--- config.mk ---
export PLATFORM = sky130hd
export DESIGN_NAME = serial_subtractor
export DESIGN_NICKNAME = d
export VERILOG_FILES = /design/src/rtl/serial_subtractor.sv
export SDC_FILE = /design/constraint.sdc
export NUM_CORES = 1
export LEC_CHECK = 0
export BUFFER_PORTS_ARGS = -buffer_cell sky130_fd_sc_hd__clkbuf_2
export CORE_MARGIN = 3
export CORE_UTILIZATION = 42
export CTS_CLUSTER_SIZE = 24
export DETAILED_ROUTE_END_ITERATION = 6
export PLACE_DENSITY_LB_ADDON = 0.25
export SETUP_SLACK_MARGIN = 0.1
export SKIP_CTS_REPAIR_TIMING = 1
export SYNTH_ARGS = -nofsm -noshare
export SYNTH_HDL_FRONTEND = slang
export SYNTH_SLANG_ARGS = --single-unit
--- constraint.sdc ---
create_clock -name clk -period 6.3 [get_ports clk]
set_input_delay 0.63 -clock clk [delete_from_list [all_inputs] [get_ports clk]]
set_output_delay 0.63 -clock clk [all_outputs]
set_load 0.01 [all_outputs]
--- src/rtl/serial_subtractor.sv ---
// Bit-serial unsigned subtractor: computes data_a - data_b one bit per cycle, LSB first.
// The result and final borrow are published together on the completion edge and held until
// the next completion.
module serial_subtractor #(
  parameter int unsigned WIDTH = 16
) (
  input  logic             clk,
  input  logic             reset,
  input  logic             start,
  input  logic [WIDTH-1:0] data_a,
  input  logic [WIDTH-1:0] data_b,
  output logic             busy,
  output logic             done,
  output logic [WIDTH-1:0] out,
  output logic             bout
);

  // One extra bit so the counter can represent WIDTH itself and never wraps mid-operation.
  localparam int unsigned CntW = $clog2(WIDTH) + 1;

  typedef enum logic [1:0] {StIdle, StRun, StDone} state_e;

  state_e            state_q, state_d;
  logic [WIDTH-1:0]  a_q, a_d;
  logic [WIDTH-1:0]  b_q, b_d;
  logic [WIDTH-1:0]  res_q, res_d;
  logic              brw_q, brw_d;
  logic [CntW-1:0]   cnt_q, cnt_d;
  logic [WIDTH-1:0]  out_q, out_d;
  logic              bout_q, bout_d;

  logic              diff_bit;
  logic              brw_nxt;

  // Full-subtractor cell operating on the current LSBs and the stored borrow.
  assign diff_bit = a_q[0] ^ b_q[0] ^ brw_q;
  assign brw_nxt  = (~a_q[0] & b_q[0]) | (~(a_q[0] ^ b_q[0]) & brw_q);

  // Next-state logic: operand capture, per-bit shifting and result publication.
  always_comb begin
    state_d = state_q;
    a_d     = a_q;
    b_d     = b_q;
    res_d   = res_q;
    brw_d   = brw_q;
    cnt_d   = cnt_q;
    out_d   = out_q;
    bout_d  = bout_q;
    unique case (state_q)
      StIdle, StDone: begin
        if (start) begin
          a_d     = data_a;
          b_d     = data_b;
          brw_d   = 1'b0;
          cnt_d   = '0;
          state_d = StRun;
        end else begin
          state_d = StIdle;
        end
      end
      StRun: begin
        a_d   = a_q >> 1;
        b_d   = b_q >> 1;
        res_d = {diff_bit, res_q[WIDTH-1:1]};
        brw_d = brw_nxt;
        cnt_d = cnt_q + CntW'(1);
        if (cnt_q == CntW'(WIDTH - 1)) begin
          // Last bit: publish the completed difference and borrow on this same edge.
          out_d   = {diff_bit, res_q[WIDTH-1:1]};
          bout_d  = brw_nxt;
          state_d = StDone;
        end
      end
      default: state_d = StIdle;
    endcase
  end

  // State registers with asynchronous clear.
  always_ff @(posedge clk or posedge reset) begin
    if (reset) begin
      state_q <= StIdle;
      a_q     <= '0;
      b_q     <= '0;
      res_q   <= '0;
      brw_q   <= 1'b0;
      cnt_q   <= '0;
      out_q   <= '0;
      bout_q  <= 1'b0;
    end else begin
      state_q <= state_d;
      a_q     <= a_d;
      b_q     <= b_d;
      res_q   <= res_d;
      brw_q   <= brw_d;
      cnt_q   <= cnt_d;
      out_q   <= out_d;
      bout_q  <= bout_d;
    end
  end

  assign busy = (state_q == StRun);
  assign done = (state_q == StDone);
  assign out  = out_q;
  assign bout = bout_q;

endmodule

======== After elaboration in Yosys (flattened, before gate mapping) ========
Cells that the tools add are included.
word-level totals
  flip-flop bits (word level) ............. 73
  output and inout port bits .............. 19
cells by class
  equality and inequality tests ........... 5
  add/subtract/negate cells ............... 1
  multiplexer cells ....................... 11
  bitwise operators ....................... 7
  reduce and logical (&&, ||, !) cells .... 5
operators by type and width
  kind                   number
  $pmux W16 S2           2
  $mux W16               2
  $pmux W5 S2            1
  $add A5 B1 Y5 const B  1
  $eq A5 B4 Y1 const B   1
  $mux W5                1
  $pmux W2 S2            1
  $reduce_and A2 Y1      2
  $and A1 B1 Y1          2
  $eq A2 B1 Y1 const B   1
  $eq A2 B2 Y1 const B   1
  $logic_not A2 Y1       1
  $mux W1                2
  $mux W2                1
  $ne A2 B1 Y1 const B   1
  $ne A2 B2 Y1 const B   1
  $not A1 Y1             2
  $pmux W1 S2            1
  $reduce_bool A2 Y1     1
  $reduce_or A2 Y1       1
  $xor A1 B1 Y1          2
  $or A1 B1 Y1           1

======== Depth between registers and ports, before layout ========
  depth after elaboration ................. 5
  mapped depth ............................ 8
  gate-level depth less buffers ........... 6

======== Least setup slack after synthesis ========
No wires, ideal clock.
  path type ............................... reg-to-reg
  from .................................... register cnt_q[0]
  to ...................................... register out_q[0], in the netlist out[0]
  path buffers ............................ 2
  required time ........................... 6.175 ns
  setup slack ............................. 4.538 ns
  cell stages (with the launch flop) ...... 8
  arrival ................................. 1.638 ns
  path through ............................ dfrtp_1 -> ha_1 -> and3_1 -> ha_1 -> nand3b_1 -> buf_4 -> buf_6 -> mux2_2
on the way
  longest elaborated chain between the ends .. 2
RTL lines
  item                         line  RTL
  from (decl)                  28    logic [CntW-1:0] cnt_q, cnt_d;
  from (signal assigned)       95    cnt_q <= cnt_d;
  $eq A5 B4 Y1                 67    if (cnt_q == CntW'(WIDTH - 1)) begin
  $reduce_and A2 Y1 (no line)  -
  to (signal assigned)         96    out_q <= out_d;
  to (decl)                    29    logic [WIDTH-1:0] out_q, out_d;
No other way between the ends.
A chain may end at the register's enable or synchronous reset.

======== Worst setup path after layout ========
  from .................................... register state_q[0]
  to ...................................... output port busy
on the way
  longest elaborated chain between the ends .. 1
RTL lines
  item                    line  RTL
  from (decl)             23    state_e state_q, state_d;
  from (signal assigned)  81    state_q <= StIdle;
  from (signal assigned)  90    state_q <= state_d;
  $eq A2 B1 Y1            101   assign busy = (state_q == StRun);
  to (decl)               12    output logic busy,
No other way between the ends.

==> metrics.md <==
| Metric | Value |
|---|---|
| Setup TNS Final | 0 ps |
| Initial drt markers | 137 |
| MaxCap Viol Count | 0 |
| Number of synthesized flops with an enable pin | 0 |
| Final wirelength | 5640 um |
| Synth top cells by count | nand2_1 (76), dfrtp_1 (72), nand3_1 (30) |
| Int Pwr | 0.00116 W |
| # DRC | 0 |
| Top cell type's share of synthesized area | 0.606 |
| Post-synthesis simple-gate area fraction | 0.167 |
| Initial Util | 0.435 |
| Worst skew pair latency | 350 ps |
| Main synth FF type | dfrtp_1 |
| Routed WL per cell | 13.4 um |
| Fin crit share | 0.532 |
| Seq cells post-synth | 72 |
| Unique masters post-synth | 28 |
| Grt ovf | 0 |
| Final Slew Violations | 0 |
| Largest net degree at the start of global routing | 73 |
| # IOs | 54 |
| Tmin final | 3350 ps |
| Vias/cell | 5.06 |
| CTS Buffer Depth | 2 |
| Hold endpoint | cnt_q[3] |
| Crit. End Element | output port |
| Status | complete, no violations |
| Crit path launch | state_q[0] |
| Standard-cell rows | 30 |
| CTS Root Cell | clkbuf_8 |
| Final non-filler cell area | 3490 um2 |
| Fin nets | 358 |
| Leak | 1.77 nW |
| Worst hold stages | 1 |
| Clk sinks | 72 |
| CTS tree | built |
| Worst slew pin tran | 1230 ps |
| Detail Placement HPWL | 3450 um |
| Antenna diode count | 0 |
| Count leader, synth | nand2_1 |
| HP Class | reg -> reg |
| Die area | 8120 um2 |
| DRT Pass-1 Iters | 4 |
| Syn Inst Count | 274 |
| Layout area overhead | 17.3% |
| Vias | 2,126 |
| Setup violators final | 0 |
| VDD IR max | 0.205 mV |
| Placer congestion estimate | 0.718 |
| Yosys top cell by area | dfrtp_1 |
| Post-synth ARST share | 1.00 |
| Slew Limit Headroom | 0.182 |
| Clk network pwr share | 0.223 |
| Max FO, Critical Path | 52 |
| Critical R2R Launch | state_q[0] |
| Sw Share | 0.353 |
| CORE AREA | 6830 um2 |
| Required @ worst endpoint | 5670 ps |
| Power Dens Cells | 517 nW/um2 |
| Port Buf Inserts | 53 |
| R2r setup slk | 3420 ps |
| Yosys Warn Count | 0 |
| Average size of a mapped cell | 10.8 um2 |
| Final setup skew | 9.50 ps |
| Synth Area in Compound Gates | 0.0989 |
| Dpl cell area | 3270 um2 |
| R2r worst-path depth | 4 |
| Startpoint types | register |
| GRT Overall Usage | 0.149 |
| Die width | 90.1 um |
| Post-route ant nets | 0 |
| Chip height | 90.1 um |
| Layout cells sized above 1 | 0.278 |
| First-pass GRT wire length | 9690 um |
| Arr. time, crit path | 2720 ps |
| Crit Path Category | reg -> out |
| Worst-path clk slew | 70 ps |
| Vias in the first global route | 2,107 |
| Pre-CTS WS | 3260 ps |
| Post-synthesis mux area share | 0.0674 |
| Register area share after synthesis | 0.606 |
| Pwr Total | 0.00180 W |
| Synth area leaders | dfrtp_1 (61%), nand2_1 (9.6%), a22oi_1 (7.3%) |
| Total nets after synthesis | 312 |
| Num CTS Buffers | 9 |
| Synthesized area | 2970 um2 |
| Post-route setup slack | 2950 ps |
| RSZ-0062 raised after global routing | no |
| Seq pwr share | 0.447 |
| Initial antenna violation count | 0 |
| Adder-cell share of the synthesized area | 0.0152 |
| Comb pwr share | 0.330 |
| H-tree Lvls | 3 |
| Sw power | 0.000636 W |
| F_max | 298 MHz |
| Post-Synth XOR/XNOR Area | 0 |
| Worst Hold Launch | cnt_q[3] |
| Main combinational cell family by area after synthesis | simple AND/OR/NAND/NOR gates |
| Fin. Hold Viols | 0 |
| RR Endpoint | a_q[15] |
cell type report:
cell class	count	area, um2
clock buffers	10	138
fillers	648	3350
multi-input cells	176	1040
inverters	6	23.8
flip-flops and latches	72	1800
repair buffers	55	280
well taps	96	120
clock inverters	5	81.3
state kept, by name, summed over array words and instances (netlist names):
signal and flops:
a_q 16, cnt_q 5, res_q 15, out 16, state_q 2, brw_q 1, b_q 16, bout 1
critical path, stage by stage, from the launching register on:
cell and delay, ps:
dfrtp_1 430, nand2b_2 730, clkinv_2 870, clkbuf_2 340
per-stage QoR:
step | instances | hold slack, ps | utilization
floorplan | 274 | 437 | -
global placement | 405 | 454 | 0.478
detailed placement | 405 | 462 | 0.478
CTS | 420 | 472 | 0.510
global route | 420 | 480 | 0.510
finish | 420 | 470 | 0.510
worst max-delay path by stage:
stage,to,slack [ps],cells after the start
2_1_floorplan,a_q[0],3850,1
3_3_place_gp,busy,3280,3
3_5_place_dp,busy,3260,3
4_1_cts,busy,2880,3
5_1_grt,busy,2670,3
6_report,busy,2950,3
layout by cell type, fill, tap and decap left out, drive strengths merged, types with 3 or more instances in the layout:
cell | netlist | final
nand2 | 76 | 76
dfrtp | 72 | 72
clkbuf | 7 | 63
nand3 | 30 | 30
a22oi | 29 | 29
mux2 | 16 | 16
inv | 5 | 5
o21ai | 3 | 3
a22o | 3 | 3
clkinv | 1 | 3
power groups by stage:
stage / Combinational (W) / Clock, W / Sequential (W)
floorplan: 0.000453 / 0 / 0.000812
CTS: 0.000606 / 0.000411 / 0.000807
global placement: 0.000590 / 0 / 0.000809
finish: 0.000594 / 0.000401 / 0.000805
global route: 0.000681 / 0.000435 / 0.000838
detailed placement: 0.000607 / 0 / 0.000815
metal layers:
metal | global-route usage | share of wire | wire length, um
met5 | 0 | 0 | 0
met4 | 0.0536 | 0.012 | 68
met3 | 0.0603 | 0.065 | 366
met2 | 0.230 | 0.45 | 2540
met1 | 0.188 | 0.47 | 2670
logic make-up (layout without fill, tap and decap cells):
family,after synthesis,count (layout)
buf+inv,26,76
flops,72,72
compound gates,39,39
mux,18,18
fa+ha+maj,3,3
simple gates,116,116
Note: power is estimated with default switching activity, not from simulation.
